$ cat src/rtl/sm_to_twos_pkg.sv
// sm_to_twos_pkg
// Shared constants and helpers for the bit-serial sign-magnitude to
// two's-complement converter.
//   ST_*        : FSM state encodings (IDLE, CONVERT, DONE)
//   pos_max()   : largest positive value representable in a WIDTH-bit word
//   neg_max()   : magnitude of the most negative WIDTH-bit value
//   cnt_width() : bits needed for a counter that reaches WIDTH
package sm_to_twos_pkg;

  localparam logic [1:0] ST_IDLE    = 2'd0;
  localparam logic [1:0] ST_CONVERT = 2'd1;
  localparam logic [1:0] ST_DONE    = 2'd2;

  localparam int WIDTH_DEF = 8;
  localparam int CNT_W_DEF = $clog2(WIDTH_DEF + 1);

  function automatic int unsigned pos_max(input int unsigned width);
    return (32'd1 << (width - 1)) - 32'd1;
  endfunction

  function automatic int unsigned neg_max(input int unsigned width);
    return 32'd1 << (width - 1);
  endfunction

  function automatic int cnt_width(input int width);
    return $clog2(width + 1);
  endfunction

endpackage

$ cat src/rtl/serial_negate_slice.sv
// serial_negate_slice
// One-bit slice of a serial two's-complement negation, LSB first.
// Bits up to and including the first 1 pass through unchanged; every later
// bit is inverted when sign is set.
//   clk, reset_n : clock, synchronous active-low reset
//   clear        : forget previously seen bits (start of a new word)
//   en           : a bit is being consumed this cycle
//   sign         : 1 = negate the stream
//   bit_in       : current input bit
//   bit_out      : current output bit (combinational)
module serial_negate_slice (
  input  logic clk,
  input  logic reset_n,
  input  logic clear,
  input  logic en,
  input  logic sign,
  input  logic bit_in,
  output logic bit_out
);

  logic seen_one_q;
  logic seen_one_d;

  always_comb begin
    seen_one_d = seen_one_q;
    if (clear) begin
      seen_one_d = 1'b0;
    end else if (en) begin
      seen_one_d = seen_one_q | bit_in;
    end
  end

  always_ff @(posedge clk) begin
    if (!reset_n) begin
      seen_one_q <= 1'b0;
    end else begin
      seen_one_q <= seen_one_d;
    end
  end

  assign bit_out = (sign && seen_one_q) ? ~bit_in : bit_in;

endmodule

$ cat src/rtl/sm_to_twos_serial.sv
// sm_to_twos_serial
// Converts a sign-magnitude entry into a WIDTH-bit two's-complement word,
// one bit per clock, LSB first. Out-of-range magnitudes are clamped before
// conversion and flagged on ovf; latency is the same either way.
//   clk, reset_n        : clock, synchronous active-low reset
//   in_valid / in_ready : input handshake (ready only while idle)
//   sign, mag           : sign (1 = negative) and unsigned magnitude
//   out_valid/out_ready : output handshake
//   dout, ovf           : result and saturation flag
//
// state      | meaning
// -----------+-------------------------------------------------------
// ST_IDLE    | waiting for a word, in_ready=1
// ST_CONVERT | shifting WIDTH bits through the negate slice
// ST_DONE    | result held on dout/ovf until out_ready
module sm_to_twos_serial
  import sm_to_twos_pkg::*;
#(
  parameter int WIDTH = 8,
  parameter int MAG_W = 16
) (
  input  logic             clk,
  input  logic             reset_n,
  input  logic             in_valid,
  output logic             in_ready,
  input  logic             sign,
  input  logic [MAG_W-1:0] mag,
  output logic             out_valid,
  input  logic             out_ready,
  output logic [WIDTH-1:0] dout,
  output logic             ovf
);

  localparam int CNT_W = cnt_width(WIDTH);
  localparam logic [MAG_W-1:0] POS_MAX_M = MAG_W'(pos_max(WIDTH));
  localparam logic [MAG_W-1:0] NEG_MAX_M = MAG_W'(neg_max(WIDTH));
  localparam logic [CNT_W-1:0] CNT_LOAD  = CNT_W'(WIDTH - 1);

  logic [1:0]       state_q, state_d;
  logic [CNT_W-1:0] cnt_q, cnt_d;
  logic [WIDTH-1:0] work_q, work_d;
  logic [WIDTH-1:0] dout_q, dout_d;
  logic             sign_q, sign_d;
  logic             ovf_q, ovf_d;
  logic             accept;
  logic             shift_en;
  logic             bit_out;

  serial_negate_slice u_negate (
    .clk     (clk),
    .reset_n (reset_n),
    .clear   (accept),
    .en      (shift_en),
    .sign    (sign_q),
    .bit_in  (work_q[0]),
    .bit_out (bit_out)
  );

  always_comb begin
    state_d  = state_q;
    cnt_d    = cnt_q;
    work_d   = work_q;
    dout_d   = dout_q;
    sign_d   = sign_q;
    ovf_d    = ovf_q;
    accept   = 1'b0;
    shift_en = 1'b0;
    case (state_q)
      ST_IDLE: begin
        if (in_valid) begin
          accept  = 1'b1;
          sign_d  = sign;
          cnt_d   = CNT_LOAD;
          state_d = ST_CONVERT;
          // Clamp here so saturated values take the normal serial path.
          if (!sign && (mag > POS_MAX_M)) begin
            work_d = POS_MAX_M[WIDTH-1:0];
            ovf_d  = 1'b1;
          end else if (sign && (mag > NEG_MAX_M)) begin
            work_d = NEG_MAX_M[WIDTH-1:0];
            ovf_d  = 1'b1;
          end else begin
            work_d = mag[WIDTH-1:0];
            ovf_d  = 1'b0;
          end
        end
      end
      ST_CONVERT: begin
        shift_en = 1'b1;
        work_d   = work_q >> 1;
        // LSB-first stream enters at the MSB so bit 0 ends up at dout[0].
        dout_d   = {bit_out, dout_q[WIDTH-1:1]};
        if (cnt_q == '0) begin
          state_d = ST_DONE;
        end else begin
          cnt_d = cnt_q - CNT_W'(1);
        end
      end
      ST_DONE: begin
        if (out_ready) begin
          state_d = ST_IDLE;
        end
      end
      default: begin
        state_d = ST_IDLE;
      end
    endcase
  end

  always_ff @(posedge clk) begin
    if (!reset_n) begin
      state_q <= ST_IDLE;
      cnt_q   <= '0;
      work_q  <= '0;
      dout_q  <= '0;
      sign_q  <= 1'b0;
      ovf_q   <= 1'b0;
    end else begin
      state_q <= state_d;
      cnt_q   <= cnt_d;
      work_q  <= work_d;
      dout_q  <= dout_d;
      sign_q  <= sign_d;
      ovf_q   <= ovf_d;
    end
  end

  assign in_ready  = (state_q == ST_IDLE);
  assign out_valid = (state_q == ST_DONE);
  assign dout      = dout_q;
  assign ovf       = ovf_q;

endmodule
$ cat config.mk
export PLATFORM = sky130hd
export DESIGN_NAME = sm_to_twos_serial
export DESIGN_NICKNAME = d
export VERILOG_FILES = /design/src/rtl/sm_to_twos_pkg.sv /design/src/rtl/serial_negate_slice.sv /design/src/rtl/sm_to_twos_serial.sv
export SDC_FILE = /design/constraint.sdc
export NUM_CORES = 1
export LEC_CHECK = 0
export BUFFER_PORTS_ARGS = -buffer_cell sky130_fd_sc_hd__buf_2
export CELL_PAD_IN_SITES_DETAIL_PLACEMENT = 1
export CELL_PAD_IN_SITES_GLOBAL_PLACEMENT = 1
export CORE_ASPECT_RATIO = 1.2
export CORE_UTILIZATION = 40
export CTS_CLUSTER_SIZE = 14
export DETAILED_ROUTE_END_ITERATION = 10
export PLACE_DENSITY_LB_ADDON = 0.1
export SYNTH_ARGS = -nofsm -noshare
export SYNTH_HDL_FRONTEND = slang
export SYNTH_SLANG_ARGS = --single-unit
$ cat constraint.sdc
create_clock -name clk -period 3.2 [get_ports clk]
set_input_delay 0.48 -clock clk [delete_from_list [all_inputs] [get_ports clk]]
set_output_delay 0.48 -clock clk [all_outputs]
set_load 0.02 [all_outputs]
==> results.ini <==
[place]
numPortBuffers=31
placed_area_mm2=0.00138
dpl.cell_count=202
hpwl_mm=2.17
place_congestion=0.716
detailedPlace.worstSlack_ns=1.23

[yosys]
muxShareOfSynthArea=0.00815
synth_fa_ha_area_frac=0.0102
synthTopCellsByArea=dfxtp_1, nand2_1, a21boi_0, nor2_1, a21oi_1
synthSimpleGateAreaFrac=0.290
syn_area_mm2=0.00123
ys_warn_count=0
synth_common_cells=dfxtp_1, nand2_1, nor2_1
synth_area_leader_cell=dfxtp_1
synth.distinct_cells=34
synth_top_family_by_area=simple AND/OR/NAND/NOR gates
yosysMostFrequentCell=dfxtp_1
synth_ff_type=dfxtp_1
synth_compound_area_frac=0.229
seq_area_frac_synth=0.408
synth-xor-area-share=0.00714
synthArstFlopShare=0
ys_ff_latch=25
synth_top_area_share=0.408
synth_edf_count=0
synth_fp_nets=166
avgSynthCellArea_um2=8.52
synthCells=144

[global_routing]
grt_pass1_vias=1193
grt_pass1_wl_mm=5.08
overflow=0
track_usage=0.203
grt_antenna_before_repair=0
grt_max_degree=25

[sta]
clock_skew_ns=0.00166
setup_viol=0
slew_viol_final=0
whs_ns=0.454
period_needed_ns=1.88
fin_crit_sh=0.588
maxSlewHeadroom=0.459
tightestPinTransition_ns=0.810
rsz0062_at_grt=no
hold_viol_final=0
worst_slack_ns=1.32
max_freq_mhz=532
finalSetupTns_ns=0

[floorplan]
num_rows=21
core_area_mm2=0.00286
start_util=0.429
die-height_um=62.7
pin_count=32
fp.dieW_um=52.6
die-area_mm2=0.00330

[detailed_routing]
vias_per_cell=5.55
num_vias=1144
dr.pass1.iters=4
drt_iter0_drc=16
postRouteAntennaNets=0
drt_drc_violations_left=0
routed_wl_mm=2.89
wl_per_cell_um=14.0

[cts]
cts_setup_buffers=0
clk_pin_slew_ns=0.13
cts_max_path_buffers=2
cts_htree_levels=1
root_buffer=clkbuf_4
clock-sinks=25
cts_tree=yes
clkLatencyLatePin_ns=0.32
cts_hold_buf=0
cts_resized=0
cts_buffers=3

[final_layout]
utilization=0.491
diodes=0
fin_nets=195
area_delta_synth_final_pct=14.7
layout-drive-gt1-share=0.238
stdcell_area_mm2=0.00141
layoutNonFillerInstCount=206

[worst_setup_path]
critPathKind=flip-flop to flip-flop
arrival_ns=2.11
reg2reg_depth=4
rrSetupSlack_ns=1.32
r2r-start=state_q[1]
cp-start-kind=flip-flop
reg2reg_to=cnt_q[0]
worstPathMaxFanout=18
crit_path_end_kind=flip-flop
critPathRequiredTime_ns=3.43

[hold_path]
min_path_cells=3
hp-start=mag[3]
hold_path_class=primary input to flip-flop
min_to=work_q[3]

[pwr]
p_leak_nw=0.601
powerDensity_mw_per_mm2=439
peakVddDrop_v=0.000307
power_mw=0.619

[status]
status=complete, no violations

[flow_run]
drv_cap=0

[worst max-delay path: stages, from the launching register on]
cell and delay, ns:
dfxtp_1 0.43, nand2b_1 0.57, nor2_1 0.23, or3_1 0.39, and3_1 0.18
[sequential cells by signal (all words and copies together) (netlist names)]
register	flops
cnt_q	4
dout	8
ovf	1
sign_q	1
state_q	2
u_negate.seen_one_q	1
work_q	8
[layer usage]
layer | track usage | share of wire | vias up | routed length [um]
met2 | 0.378 | 0.53 | 24 | 1530
met5 | 0 | 0 | - | 0
met4 | 0.0822 | 0.022 | 0 | 63
met3 | 0.0292 | 0.037 | 7 | 107
met1 | 0.217 | 0.41 | 549 | 1190
li1 | - | - | 564 | -
[power breakdown]
part | switching [mW] | internal, mW | total, mW | leakage [nW]
clock | 0.0943 | 0.0488 | 0.143 | 0.0150
sequential | 0.0146 | 0.331 | 0.345 | 0.204
combinational | 0.0777 | 0.0525 | 0.130 | 0.382
total | 0.187 | 0.432 | 0.619 | 0.601
[cells by family after synthesis]
kind of cell | Yosys count
AOI/OAI and AO/OA | 36
xor gates and xnor gates | 1
adders and majority gates | 1
buffers and inverters | 11
DFF | 25
muxes | 1
and+or+nand+nor | 69
[cell type report]
cell class              instances  area, um^2
inverters                       4        15.0
fillers                       378        1460
multi-input cells             108         668
clock buffers                   4        26.3
repair buffers                 31         155
well taps                      34        42.5
flip-flops and latches         25         500
[worst max path at each step]
stage / end / depth (start not counted) / slack (ns) / startpoint
global placement: work_q[5] / 5 / 1.34 / mag[8]
finish: cnt_q[0] / 4 / 1.32 / state_q[1]
floorplan: work_q[0] / 4 / 1.60 / mag[8]
CTS: cnt_q[0] / 4 / 1.32 / state_q[1]
detailed placement: work_q[0] / 5 / 1.23 / mag[8]
global route: cnt_q[0] / 4 / 1.22 / state_q[1]
[layout by cell type, fill, tap and decap left out, drive strengths merged, types with 4 or more instances in the layout]
cell type	count
a21boi	9
a21oi	10
and2	7
and3	8
buf	31
clkbuf	4
dfxtp	25
inv	4
nand2	23
nor2	15
nor4	4
o41ai	7
No activity file was read; power rests on OpenSTA's default activity.
